### config.mk
export PLATFORM = sky130hd
export DESIGN_NAME = bus_xfer_fabric_flat
export DESIGN_NICKNAME = d
export VERILOG_FILES = /design/src/rtl/bus_xfer_fabric_if.sv /design/src/rtl/bus_xfer_fabric.sv /design/src/flat_wrapper.sv
export SDC_FILE = /design/constraint.sdc
export NUM_CORES = 1
export LEC_CHECK = 0
export CAP_MARGIN = 20
export CORE_AREA = 2 2 51 101
export DETAILED_ROUTE_END_ITERATION = 8
export DIE_AREA = 0 0 53 103
export PLACE_DENSITY_LB_ADDON = 0.2
export SLEW_MARGIN = 10
export SYNTH_ARGS = -nofsm -noshare
export SYNTH_HDL_FRONTEND = slang
export SYNTH_SLANG_ARGS = --single-unit
### constraint.sdc
create_clock -name CLK -period 3.3 [get_ports CLK]
set_input_delay 0.66 -clock CLK [delete_from_list [all_inputs] [get_ports CLK]]
set_output_delay 0.66 -clock CLK [all_outputs]
set_load 0.02 [all_outputs]
### src/rtl/bus_xfer_fabric_if.sv
// Handshake and data bundle between the control logic and the SAP bus fabric.
// The master modport is the requesting/sourcing side; the slave modport is the fabric.
interface bus_xfer_fabric_if #(
    parameter int WIDTH = 8,
    parameter int NSRC  = 6,
    parameter int NDST  = 6
);
    localparam int SW = $clog2(NSRC + 1);

    logic [NSRC*WIDTH-1:0] src_data;
    logic [WIDTH-1:0]      prog_data;
    logic                  xfer_req;
    logic [SW-1:0]         xfer_src;
    logic [NDST-1:0]       xfer_dst;
    logic                  HLT;
    logic [WIDTH-1:0]      bus_out;
    logic [NDST-1:0]       dst_we;
    logic                  xfer_ack;
    logic                  busy;
    logic                  xfer_err;
    logic [7:0]            err_cnt;

    modport master (
        output src_data, prog_data, xfer_req, xfer_src, xfer_dst, HLT,
        input  bus_out, dst_we, xfer_ack, busy, xfer_err, err_cnt
    );

    modport slave (
        input  src_data, prog_data, xfer_req, xfer_src, xfer_dst, HLT,
        output bus_out, dst_we, xfer_ack, busy, xfer_err, err_cnt
    );
endinterface

### src/rtl/bus_xfer_fabric.sv
// Registered SAP data-bus fabric: one source per 4-phase req/ack transfer, multi-hot load strobes.
// Optional feature: define BUS_DEBOUNCE_EN to synchronise and debounce xfer_req.
module bus_xfer_fabric #(
    parameter int WIDTH   = 8,
    parameter int NSRC    = 6,
    parameter int NDST    = 6,
    parameter int DB_BITS = 16
) (
    input  logic              CLK,
    input  logic              RESET,
    bus_xfer_fabric_if.slave  bus
);
    localparam int SW = $clog2(NSRC + 1);
    localparam logic [SW-1:0] PROG_IDX = SW'(NSRC);

    typedef enum logic [1:0] {
        ST_IDLE  = 2'd0,
        ST_DRIVE = 2'd1,
        ST_WRITE = 2'd2,
        ST_DONE  = 2'd3
    } state_t;

    state_t          state_r, state_nxt_s;
    logic [SW-1:0]   src_r, src_nxt_s;
    logic [NDST-1:0] dst_r, dst_nxt_s;
    logic [NDST-1:0] dst_we_r, dst_we_nxt_s;
    logic [WIDTH-1:0] bus_r, bus_nxt_s, sel_data_s;
    logic            ack_r, ack_nxt_s;
    logic            busy_r, busy_nxt_s;
    logic            err_r, err_nxt_s;
    logic            bad_r, bad_nxt_s;
    logic [7:0]      err_cnt_r, err_cnt_nxt_s;
    logic            req_s;

`ifdef BUS_DEBOUNCE_EN
    logic [1:0]         sync_r;
    logic               sync_d_r;
    logic [DB_BITS-1:0] db_cnt_r;
    logic               req_db_r;

    // Two-flop synchroniser plus stability counter; req_s follows the input only once it has held.
    always_ff @(posedge CLK or negedge RESET) begin
        if (!RESET) begin
            sync_r   <= 2'b00;
            sync_d_r <= 1'b0;
            db_cnt_r <= {DB_BITS{1'b0}};
            req_db_r <= 1'b0;
        end else begin
            sync_r   <= {sync_r[0], bus.xfer_req};
            sync_d_r <= sync_r[1];
            if (sync_r[1] != sync_d_r) begin
                db_cnt_r <= {DB_BITS{1'b0}};
            end else if (db_cnt_r != {DB_BITS{1'b1}}) begin
                db_cnt_r <= db_cnt_r + DB_BITS'(1);
            end else begin
                db_cnt_r <= db_cnt_r;
            end
            if (db_cnt_r == {DB_BITS{1'b1}}) begin
                req_db_r <= sync_d_r;
            end else begin
                req_db_r <= req_db_r;
            end
        end
    end

    assign req_s = req_db_r;
`else
    logic unused_db_s;
    assign unused_db_s = (DB_BITS > 0);
    assign req_s       = bus.xfer_req;
`endif

    // Source mux; index NSRC (and any out-of-range index) falls through to the programmer data.
    always_comb begin
        sel_data_s = bus.prog_data;
        for (int i = 0; i < NSRC; i++) begin
            sel_data_s = (src_r == SW'(i)) ? bus.src_data[i*WIDTH +: WIDTH] : sel_data_s;
        end
    end

    // Next-state and next-output logic for the transfer sequencer.
    always_comb begin
        state_nxt_s   = state_r;
        src_nxt_s     = src_r;
        dst_nxt_s     = dst_r;
        bus_nxt_s     = bus_r;
        dst_we_nxt_s  = {NDST{1'b0}};
        ack_nxt_s     = ack_r;
        err_nxt_s     = err_r;
        bad_nxt_s     = bad_r;
        err_cnt_nxt_s = err_cnt_r;
        case (state_r)
            ST_IDLE: begin
                if (req_s && !bus.HLT) begin
                    state_nxt_s = ST_DRIVE;
                    src_nxt_s   = bus.xfer_src;
                    dst_nxt_s   = bus.xfer_dst;
                    bad_nxt_s   = 1'b0;
                end else begin
                    state_nxt_s = ST_IDLE;
                end
            end
            ST_DRIVE: begin
                state_nxt_s = ST_WRITE;
                if (src_r > PROG_IDX) begin
                    bad_nxt_s     = 1'b1;
                    err_nxt_s     = 1'b1;
                    err_cnt_nxt_s = (err_cnt_r == 8'hFF) ? 8'hFF : err_cnt_r + 8'd1;
                end else begin
                    bad_nxt_s = 1'b0;
                    bus_nxt_s = sel_data_s;
                end
            end
            ST_WRITE: begin
                state_nxt_s  = ST_DONE;
                dst_we_nxt_s = bad_r ? {NDST{1'b0}} : dst_r;
                ack_nxt_s    = 1'b1;
            end
            ST_DONE: begin
                if (!req_s) begin
                    state_nxt_s = ST_IDLE;
                    ack_nxt_s   = 1'b0;
                end else begin
                    state_nxt_s = ST_DONE;
                end
            end
            default: begin
                state_nxt_s = ST_IDLE;
                ack_nxt_s   = 1'b0;
            end
        endcase
        busy_nxt_s = (state_nxt_s != ST_IDLE);
    end

    // State and output registers; reset clears everything, including the sticky error.
    always_ff @(posedge CLK or negedge RESET) begin
        if (!RESET) begin
            state_r   <= ST_IDLE;
            src_r     <= {SW{1'b0}};
            dst_r     <= {NDST{1'b0}};
            bus_r     <= {WIDTH{1'b0}};
            dst_we_r  <= {NDST{1'b0}};
            ack_r     <= 1'b0;
            busy_r    <= 1'b0;
            err_r     <= 1'b0;
            bad_r     <= 1'b0;
            err_cnt_r <= 8'h00;
        end else begin
            state_r   <= state_nxt_s;
            src_r     <= src_nxt_s;
            dst_r     <= dst_nxt_s;
            bus_r     <= bus_nxt_s;
            dst_we_r  <= dst_we_nxt_s;
            ack_r     <= ack_nxt_s;
            busy_r    <= busy_nxt_s;
            err_r     <= err_nxt_s;
            bad_r     <= bad_nxt_s;
            err_cnt_r <= err_cnt_nxt_s;
        end
    end

    assign bus.bus_out  = bus_r;
    assign bus.dst_we   = dst_we_r;
    assign bus.xfer_ack = ack_r;
    assign bus.busy     = busy_r;
    assign bus.xfer_err = err_r;
    assign bus.err_cnt  = err_cnt_r;
endmodule
### src/flat_wrapper.sv
// flat-port wrapper written by rule: the top's interface ports become plain ports
module bus_xfer_fabric_flat 
#(
    parameter int WIDTH   = 8,
    parameter int NSRC    = 6,
    parameter int NDST    = 6,
    parameter int DB_BITS = 16
)
  (CLK, RESET, bus_src_data, bus_prog_data, bus_xfer_req, bus_xfer_src, bus_xfer_dst, bus_HLT, bus_bus_out, bus_dst_we, bus_xfer_ack, bus_busy, bus_xfer_err, bus_err_cnt);
  bus_xfer_fabric_if #(.WIDTH(WIDTH), .NSRC(NSRC), .NDST(NDST)) bus_i ();
  input  logic CLK;
  input  logic RESET;
  input wire logic [$bits(bus_i.src_data)-1:0] bus_src_data;
  input wire logic [$bits(bus_i.prog_data)-1:0] bus_prog_data;
  input wire logic [$bits(bus_i.xfer_req)-1:0] bus_xfer_req;
  input wire logic [$bits(bus_i.xfer_src)-1:0] bus_xfer_src;
  input wire logic [$bits(bus_i.xfer_dst)-1:0] bus_xfer_dst;
  input wire logic [$bits(bus_i.HLT)-1:0] bus_HLT;
  output wire logic [$bits(bus_i.bus_out)-1:0] bus_bus_out;
  output wire logic [$bits(bus_i.dst_we)-1:0] bus_dst_we;
  output wire logic [$bits(bus_i.xfer_ack)-1:0] bus_xfer_ack;
  output wire logic [$bits(bus_i.busy)-1:0] bus_busy;
  output wire logic [$bits(bus_i.xfer_err)-1:0] bus_xfer_err;
  output wire logic [$bits(bus_i.err_cnt)-1:0] bus_err_cnt;
  assign bus_i.src_data = bus_src_data;
  assign bus_i.prog_data = bus_prog_data;
  assign bus_i.xfer_req = bus_xfer_req;
  assign bus_i.xfer_src = bus_xfer_src;
  assign bus_i.xfer_dst = bus_xfer_dst;
  assign bus_i.HLT = bus_HLT;
  assign bus_bus_out = bus_i.bus_out;
  assign bus_dst_we = bus_i.dst_we;
  assign bus_xfer_ack = bus_i.xfer_ack;
  assign bus_busy = bus_i.busy;
  assign bus_xfer_err = bus_i.xfer_err;
  assign bus_err_cnt = bus_i.err_cnt;
  bus_xfer_fabric #(.WIDTH(WIDTH), .NSRC(NSRC), .NDST(NDST), .DB_BITS(DB_BITS)) u_core (.CLK(CLK), .RESET(RESET), .bus(bus_i));
endmodule
==> impl_metrics.toml, run 1 <==
[cts]
cts_hold_buffers = 0
path_clk_slew_ns = 0.08
ctsHtreeMaxLevel = 2
cts_made_buffers = 5
tritoncts = "done"
cts_resized = 0
cts.repair_timing.setup_buffer_count = 0
clockRootBuffer = "sky130_fd_sc_hd__clkbuf_8"
cts_max_path_buffers = 2
cts_num_sinks = 37
clk_latency_ns = 0.29

[flow_run]
cap_violations = 0

[route]
antenna_violating_nets_post_route = 0
drt_drc_violations_left = 0
average_wire_per_cell_in_the_routed_design_um = 14.05
met1Wirelength_mm = 2.039
met2_length_mm = 2.374
wl_met3_um = 393
drt_iter0_markers = 40
drt_pass1_iterations = 4
detail_route.wirelength_mm = 4.889
route.top_layer_used = "met4"
num_vias = 1801
viasPerCell = 5.175

[timing]
achievable-frequency_mhz = 481.4
timing.final.hold_violations = 0
relative_slew_margins_pct = 38.12
finalCritPeriodShare_pct = 62.95
setup_tns_ns = 0
rsz0062_at_grt = "no"
final-setup-viol-count = 0
tightestPinTransition_ns = 0.9264
final-max-slew-violation-count = 0
fin_hold_ws_ns = 0.4498
worst_clock_skew_ns = 0.007010
finalWorstPathRequiredPeriod_ns = 2.077

[placed_design]
dpl-instance-area_um2 = 2928
post_dp_hpwl_mm = 3.735
port_buffers = 93
gp_congestion = 0.7338
numPlacedInstances = 340

[global_route]
grt_first_pass_wirelength_mm = 8.107
grt_start_max_net_pins = 38
grt_overflow_total = 0
antenna_found_initial = 0
first_global_vias = 1805
grt_usage_pct = 19.79

[critical_path]
critical_path.endpoint_type = "flop"
worstPathMaxFanout = 23
worst_ep_arrival_time_ns = 2.20
rrSetupSlack_ns = 1.22
critPathRequiredTime_ns = 3.42
start_kind = "flop"
crit_type = "flop to flop"

[synth]
synth_fp_nets = 269
synth-async-reset-ratio_pct = 100.0
ys_dominant_reg_cell = "sky130_fd_sc_hd__dfrtp_1"
post_synth_main_area_contributors = "sky130_fd_sc_hd__dfrtp_1 47%, sky130_fd_sc_hd__mux2_2 5.7%, sky130_fd_sc_hd__mux2i_1 4.5%"
mapped_avg_cell_area_um2 = 10.00
syn_area_um2 = 1991
synth_enable_flop_cells = 0
synth-seq-cells = 37
synth_commonest_cells = "37 x sky130_fd_sc_hd__dfrtp_1, 23 x sky130_fd_sc_hd__nand2_1, 14 x sky130_fd_sc_hd__nor2_1, 12 x sky130_fd_sc_hd__o21ai_0, 11 x sky130_fd_sc_hd__a21oi_1"
share_of_yosys_cell_area_claimed_by_the_top_area_cell_type_pct = 46.51
ys_types = 38
synthMostInstantiatedCell = "sky130_fd_sc_hd__dfrtp_1"
yosysSeqAreaShare_pct = 46.51
yosysWarnings = 0
synth_area_leader_cell = "sky130_fd_sc_hd__dfrtp_1"
postSynthCellCount = 199

[floorplan]
floorplan.die.width_um = 53
io-pin-count = 94
die-height_um = 103
die_area_um2 = 5459
core_area_um2 = 4730
row_count = 36
floorplan.initialDensity_pct = 42.09

[power_and_ir_drop]
powerDensity_nw_per_um2 = 778.5
vdd.ir_drop.worst_mv = 0.5934
p_leak_nw = 1.290

[cells_and_area]
layoutNonFillerInstCount = 348
multiInputGateArea_um2 = 967.2
sequential_cell_area_um2 = 925.9
layout.cell_area.non_filler_um2 = 3065
filler_cell_count = 372
area_added_between_synthesis_and_finish_pct = 53.99
finish.net_count = 360
insertedDiodeCount = 0
share_of_cells_above_drive_strength_1_pct = 9.966

[run_status]
outcome = "completed"

[hold_path]
min_path_type = "input port to async pin"
[cells by family after synthesis]
kind of cell | after synthesis | synth area share (%)
AO/OA/AOI/OAI | 47 | 14.64
AND/OR/NAND/NOR | 72 | 19.17
buffers and inverters | 19 | 4.902
flip-flops | 37 | 46.51
multiplexers | 23 | 14.14
adder cells (fa/ha/maj) | 1 | 0.6284
[placed cells by master, fill, tap and decap left out, types with 3 or more instances in the layout]
cell | synthesis | layout
sky130_fd_sc_hd__nand2_1 | 23 | 23
sky130_fd_sc_hd__o211ai_1 | 5 | 5
sky130_fd_sc_hd__nand3_1 | 4 | 4
sky130_fd_sc_hd__nor2_1 | 14 | 14
sky130_fd_sc_hd__clkbuf_8 | 0 | 5
sky130_fd_sc_hd__mux2i_1 | 9 | 9
sky130_fd_sc_hd__a2bb2oi_1 | 5 | 5
sky130_fd_sc_hd__o21ai_0 | 12 | 12
sky130_fd_sc_hd__clkdlybuf4s50_1 | 0 | 92
sky130_fd_sc_hd__inv_1 | 10 | 10
sky130_fd_sc_hd__a21oi_1 | 11 | 11
sky130_fd_sc_hd__dfrtp_1 | 37 | 37
sky130_fd_sc_hd__nor2b_1 | 9 | 9
sky130_fd_sc_hd__mux2_2 | 10 | 10
sky130_fd_sc_hd__mux4_2 | 3 | 3
sky130_fd_sc_hd__a31oi_1 | 9 | 9
sky130_fd_sc_hd__and2_1 | 8 | 8
[sequential cells by signal, summed over array words and instances, names as in the netlist]
register,flops
u_core.bus.bus_out,8
u_core.bus.err_cnt,8
u_core.bus.dst_we,6
u_core.dst_r,6
u_core.src_r,3
u_core.state_r,2
u_core.bad_r,1
u_core.bus.busy,1
u_core.bus.xfer_ack,1
u_core.bus.xfer_err,1
[metal layers]
metal | GRT usage [%] | vias up
met5 | 0 | -
met1 | 25.42 | 825
li1 | - | 887
met4 | 8.087 | 0
met2 | 31.73 | 81
met3 | 4.493 | 8
[cell type report]
| type | count | share of cell area [%] |
|---|---|---|
| Clock buffer | 5 | 2.245 |
| Timing Repair Buffer | 93 | 30.20 |
| Sequential cell | 37 | 30.20 |
| Multi-Input combinational cell | 143 | 31.55 |
| Inverter | 10 | 1.224 |
| Tap cell | 57 | 2.327 |
| Clock inverter | 3 | 2.245 |
[worst paths after layout]
kind	end	start	depth (start not counted)
max in group asynchronous	u_core.src_r[1]	RESET	1
hold / removal	u_core.bus.bus_out[0]	RESET	1
hold reg to reg	u_core.bus.dst_we[2]	u_core.dst_r[2]	1
min in group CLK	u_core.bus.dst_we[2]	u_core.dst_r[2]	1
setup reg to reg	u_core.bus.bus_out[0]	u_core.src_r[0]	3
setup / recovery	u_core.bus.bus_out[0]	u_core.src_r[0]	3
[worst max-delay path: stages, from the launching register on]
cell and delay (ns):
sky130_fd_sc_hd__dfrtp_1 0.68, sky130_fd_sc_hd__nand3_2 0.28, sky130_fd_sc_hd__nor2b_1 0.77, sky130_fd_sc_hd__a31oi_1 0.19
[metrics by stage]
step	total power [mW]	utilization [%]	setup WS [ns]
floorplan	1.533	-	1.689
global placement	1.892	61.90	1.131
detailed placement	1.930	61.90	1.085
CTS	2.410	64.81	1.152
global route	2.566	64.81	0.9660
finish	2.387	64.81	1.223
[power breakdown]
group / total [mW] / switching (mW) / internal, mW
logic: 1.08 / 0.512 / 0.568
clock network: 0.471 / 0.167 / 0.304
registers: 0.836 / 0.202 / 0.634
total: 2.39 / 0.880 / 1.51
Note: power is estimated with default switching activity, not from simulation.
==> inputs of run 2 (changes only) <==
--- a/config.mk
+++ b/config.mk
@@ -6,9 +6,9 @@
 export NUM_CORES = 1
 export LEC_CHECK = 0
 export CAP_MARGIN = 20
-export CORE_AREA = 2 2 51 101
+export CORE_AREA = 2 2 55 109
 export DETAILED_ROUTE_END_ITERATION = 8
-export DIE_AREA = 0 0 53 103
+export DIE_AREA = 0 0 57 111
 export PLACE_DENSITY_LB_ADDON = 0.2
 export SLEW_MARGIN = 10
 export SYNTH_ARGS = -nofsm -noshare
==> constraint.sdc (replaced) <==
create_clock -name CLK -period 1.86 [get_ports CLK]
set_input_delay 0.372 -clock CLK [delete_from_list [all_inputs] [get_ports CLK]]
set_output_delay 0.372 -clock CLK [all_outputs]
set_load 0.02 [all_outputs]
==> run 2 against run 1 <==
Compared with the run above: die area up 16%; global-route usage down 3.6 points; sequential share of layout area down 0.82 points; register-to-register slack worse by 0.98 ns; critical endpoint is now bus_err_cnt[7]; largest power group unchanged.
==> impl_metrics.toml, run 2 (synthesis results as in run 1) <==
[cts]
ctsHtreeMaxLevel = 2
cts_resized = 0
clk_latency_ns = 0.28
cts.repair_timing.setup_buffer_count = 0
tritoncts = "done"
clockRootBuffer = "sky130_fd_sc_hd__clkbuf_16"
cts_made_buffers = 5
cts_hold_buffers = 0
cts_num_sinks = 37
path_clk_slew_ns = 0.06
cts_max_path_buffers = 2

[placed_design]
gp_congestion = 0.7705
numPlacedInstances = 351
post_dp_hpwl_mm = 3.716
port_buffers = 93

[cells_and_area]
share_of_cells_above_drive_strength_1_pct = 12.08
layoutNonFillerInstCount = 359
finish.net_count = 367
area_added_between_synthesis_and_finish_pct = 58.27
mostFrequentLayoutCell = "sky130_fd_sc_hd__clkdlybuf4s50_1"
utilization_pct = 56.64
insertedDiodeCount = 0
final_cell_mix = "92 x sky130_fd_sc_hd__clkdlybuf4s50_1, 37 x sky130_fd_sc_hd__dfrtp_1, 23 x sky130_fd_sc_hd__nand2_1, 14 x sky130_fd_sc_hd__nor2_1, 12 x sky130_fd_sc_hd__o21ai_0"

[power_and_ir_drop]
p_leak_nw = 1.336
powerDensity_nw_per_um2 = 1371
vdd.ir_drop.worst_mv = 1.190

[route]
drt_iter0_markers = 45
average_wire_per_cell_in_the_routed_design_um = 13.39
detail_route.wirelength_mm = 4.807
num_vias = 1824
antenna_violating_nets_post_route = 0
drt_drc_violations_left = 0
viasPerCell = 5.081
drt_pass1_iterations = 4

[timing]
setup_tns_ns = 0
rsz0062_at_grt = "no"
tightestPinTransition_ns = 0.5258
final-max-slew-violation-count = 0
finalWorstPathRequiredPeriod_ns = 1.718
worst_clock_skew_ns = 0.004859
relative_slew_margins_pct = 64.79
final-setup-viol-count = 0
achievable-frequency_mhz = 582.2
finalCritPeriodShare_pct = 92.34
timing.final.hold_violations = 0

[critical_path]
crit_path_cell_trace = "clkdlybuf4s50_1"
cpLargestDelayFamily = "buffers and inverters"
start_kind = "flop"
crit_path_max_incr_delay_ns = 0.64
critPathRequiredTime_ns = 1.49
worst_ep_arrival_time_ns = 1.35
cpMaxStageDelayCell = "sky130_fd_sc_hd__clkdlybuf4s50_1"
crit_type = "flop to output port"
critical_path.endpoint_type = "output port"
worstPathMaxFanout = 6
rrSetupSlack_ns = 0.24
worst-path-buf-inv = 1

[global_route]
grt_overflow_total = 0
grt_usage_pct = 16.23
grt_start_max_net_pins = 38
first_global_vias = 1816
antenna_found_initial = 0
grt_first_pass_wirelength_mm = 8.273

[floorplan]
floorplan.die.width_um = 57
row_count = 39
die-height_um = 111
die_area_um2 = 6327
core_area_um2 = 5563
io-pin-count = 94
floorplan.initialDensity_pct = 35.78

[run_status]
outcome = "completed"

[hold_path]
min_path_type = "input port to async pin"

[flow_run]
cap_violations = 0
==> run 2: per-stage QoR <==
step / total power, mW / instance area (um^2) / setup WS, ns / hold WS, ns
5_1_grt: 4.655 / 3151 / 0.08058 / 0.1749
3_5_place_dp: 3.507 / 2998 / 0.1060 / 0.4453
4_1_cts: 4.387 / 3151 / 0.1284 / 0.1510
6_report: 4.320 / 3151 / 0.1424 / 0.1278
3_3_place_gp: 3.455 / 2998 / 0.1360 / 0.4423
2_1_floorplan: 2.721 / 1991 / 0.3672 / 0.07641
==> run 2: power breakdown <==
part	internal, mW	switching, mW	total (mW)
sequential	1.13	0.176	1.31
combinational	1.08	1.08	2.16
clock	0.532	0.318	0.850
==> run 2: final timing paths <==
kind                                       start  cells after the start               endpoint
hold / removal                             RESET                      2  u_core.bus.bus_out[7]
min in group CLK                 u_core.dst_r[2]                      1   u_core.bus.dst_we[2]
setup reg to reg               u_core.state_r[1]                      4  u_core.bus.err_cnt[4]
hold reg to reg                  u_core.dst_r[2]                      1   u_core.bus.dst_we[2]
max in group asynchronous                  RESET                      2  u_core.bus.bus_out[5]
setup / recovery           u_core.bus.err_cnt[7]                      1         bus_err_cnt[7]
==> run 2: area by class of cell <==
| type | instances | area [um^2] |
|---|---|---|
| Clock buffer | 6 | 138.9 |
| Clock inverter | 2 | 13.76 |
| Fill cell | 516 | 2412 |
| Inverter | 10 | 37.54 |
| Multi-Input combinational cell | 143 | 967.2 |
| Sequential cell | 37 | 925.9 |
| Tap cell | 61 | 76.32 |
| Timing Repair Buffer | 100 | 991.0 |
==> run 2: routing by layer <==
metal / vias up / GRT usage [%] / share of wire [%]
met4: 0 / 4.651 / 1.3
met2: 81 / 26.36 / 49
met5: - / 0 / 0
met1: 839 / 20.74 / 41
li1: 898 / - / -
met3: 6 / 4.667 / 8.6
==> inputs of run 3 (changes only) <==
--- a/config.mk
+++ b/config.mk
@@ -10,6 +10,8 @@
 export DETAILED_ROUTE_END_ITERATION = 8
 export DIE_AREA = 0 0 57 111
 export PLACE_DENSITY_LB_ADDON = 0.2
+export RECOVER_POWER = 50
+export SETUP_SLACK_MARGIN = 0.15
 export SLEW_MARGIN = 10
 export SYNTH_ARGS = -nofsm -noshare
 export SYNTH_HDL_FRONTEND = slang
==> run 3 against run 2 <==
Compared with the run above: via count grew 0.44%; maximum frequency is 3.6% higher; critical path type unchanged; global-route usage barely moved; sequential cell count did not move.
==> impl_metrics.toml, run 3 (synthesis results as in run 1) <==
[timing]
tightestPinTransition_ns = 0.9049
timing.final.hold_violations = 0
finalWorstPathRequiredPeriod_ns = 1.658
rsz0062_at_grt = "no"
final-setup-viol-count = 0
worst_clock_skew_ns = 0.004873
final-max-slew-violation-count = 0
setup_tns_ns = 0
fin_hold_ws_ns = 0.2966
finalCritPeriodShare_pct = 89.12
relative_slew_margins_pct = 39.68
achievable-frequency_mhz = 603.2

[global_route]
grt_start_max_net_pins = 38
antenna_found_initial = 0
grt_first_pass_wirelength_mm = 8.259
first_global_vias = 1812
grt_usage_pct = 16.21
grt_overflow_total = 0

[critical_path]
crit_type = "flop to output port"
critical_path.reg2reg.endpoint = "u_core.bus.err_cnt[4]"
worstPathMaxFanout = 4
crit_path_max_incr_delay_ns = 0.62
worst_ep_arrival_time_ns = 1.29
cpMaxStageDelayCell = "sky130_fd_sc_hd__clkdlybuf4s50_1"
critical_path.endpoint_type = "output port"
worst-r2r-cell-count = 4
rrSetupSlack_ns = 0.25
r2r-start = "u_core.state_r[1]"
critPathRequiredTime_ns = 1.49
start_kind = "flop"
cpLargestDelayFamily = "buffers and inverters"
worst-path-buf-inv = 1
crit_path_cell_trace = "clkdlybuf4s50_1"

[placed_design]
port_buffers = 93
gp_congestion = 0.7705
post_dp_hpwl_mm = 3.716

[flow_run]
cap_violations = 0

[route]
antenna_violating_nets_post_route = 0
detail_route.wirelength_mm = 4.794
drt_iter0_markers = 43
viasPerCell = 5.103
drt_pass1_iterations = 4
num_vias = 1832
average_wire_per_cell_in_the_routed_design_um = 13.35
drt_drc_violations_left = 0

[cells_and_area]
area_added_between_synthesis_and_finish_pct = 58.27
final_cell_mix = "84 x sky130_fd_sc_hd__clkdlybuf4s50_1, 37 x sky130_fd_sc_hd__dfrtp_1, 23 x sky130_fd_sc_hd__nand2_1, 15 x sky130_fd_sc_hd__nor2_1, 12 x sky130_fd_sc_hd__o21ai_0"
finish.net_count = 367
share_of_cells_above_drive_strength_1_pct = 11.41
insertedDiodeCount = 0
mostFrequentLayoutCell = "sky130_fd_sc_hd__clkdlybuf4s50_1"
filler_cell_count = 519

[power_and_ir_drop]
powerDensity_nw_per_um2 = 1368
vdd.ir_drop.worst_mv = 1.189
p_leak_nw = 1.403

[cts]
ctsHtreeMaxLevel = 2
clk_latency_ns = 0.28
cts_made_buffers = 5
tritoncts = "done"
cts.repair_timing.setup_buffer_count = 0
cts_max_path_buffers = 2
cts_hold_buffers = 0
path_clk_slew_ns = 0.06
clockRootBuffer = "sky130_fd_sc_hd__clkbuf_16"
cts_num_sinks = 37

[floorplan]
core_area_um2 = 5563
io-pin-count = 94
floorplan.die.width_um = 57
row_count = 39
floorplan.initialDensity_pct = 35.78
die_area_um2 = 6327
die-height_um = 111

[hold_path]
min_path_type = "input port to async pin"

[run_status]
outcome = "completed"
## run 3: changes by cell type in the layout (fill, tap and decap cells not counted), moves of 3 or more
cell and change:
sky130_fd_sc_hd__clkdlybuf4s50_1 -8, sky130_fd_sc_hd__dlygate4sd2_1 +4, sky130_fd_sc_hd__and2_1 -5, sky130_fd_sc_hd__dlymetal6s2s_1 +3, sky130_fd_sc_hd__and2_0 +5
## run 3: worst max-delay path by stage
stage          slack [ns]               endpoint             startpoint  cells past startpoint
2_1_floorplan        0.37  u_core.bus.err_cnt[4]      u_core.state_r[1]                      4
3_3_place_gp         0.14        u_core.dst_r[4]           bus_xfer_req                      5
3_5_place_dp         0.11        u_core.dst_r[0]           bus_xfer_req                      5
4_1_cts              0.16         bus_err_cnt[5]  u_core.bus.err_cnt[5]                      1
5_1_grt              0.13  u_core.bus.err_cnt[4]      u_core.state_r[1]                      4
6_report             0.20         bus_err_cnt[1]  u_core.bus.err_cnt[1]                      1
## run 3: routing by layer
layer | up-vias | part of all wire, % | global-route usage, %
met1 | 842 | 40 | 20.66
met5 | - | 0 | 0
met3 | 6 | 9.1 | 4.667
li1 | 896 | - | -
met4 | 0 | 1.3 | 4.651
met2 | 88 | 49 | 26.36
## run 3: report_power, final
group          total, mW  switching [mW]  internal (mW)
registers           1.30           0.171           1.13
logic               2.16            1.08           1.08
clock network      0.848           0.316          0.532
total               4.31            1.57           2.74
## run 3: area by class of cell
type / instances / area [um^2] / share of cell area [%]
Timing Repair Buffer: 100 / 991.0 / 31.45
Inverter: 10 / 37.54 / 1.191
Tap cell: 61 / 76.32 / 2.423
Sequential cell: 37 / 925.9 / 29.39
Multi-Input combinational cell: 143 / 967.2 / 30.70
Clock buffer: 6 / 138.9 / 4.408
Clock inverter: 2 / 13.76 / 0.4369
## run 3: per-stage QoR
stage | worst slack (ns) | instance area, um^2 | utilization (%) | cells | power, mW
after floorplan | 0.3672 | 1991 | - | 199 | 2.721
after global placement | 0.1360 | 2998 | 53.89 | 351 | 3.455
after detailed placement | 0.1060 | 2998 | 53.89 | 351 | 3.507
after CTS | 0.1618 | 3146 | 56.55 | 359 | 4.387
after global routing | 0.1324 | 3151 | 56.64 | 359 | 4.651
final | 0.2023 | 3151 | 56.64 | 359 | 4.309
## run 3: repair_timing
action	4_1_cts	5_1_grt
cloned	0	0
gates resized for setup	4	4
setup endpoints to repair	4	7
pin swaps	0	1
endpoints found under the hold margin	0	0
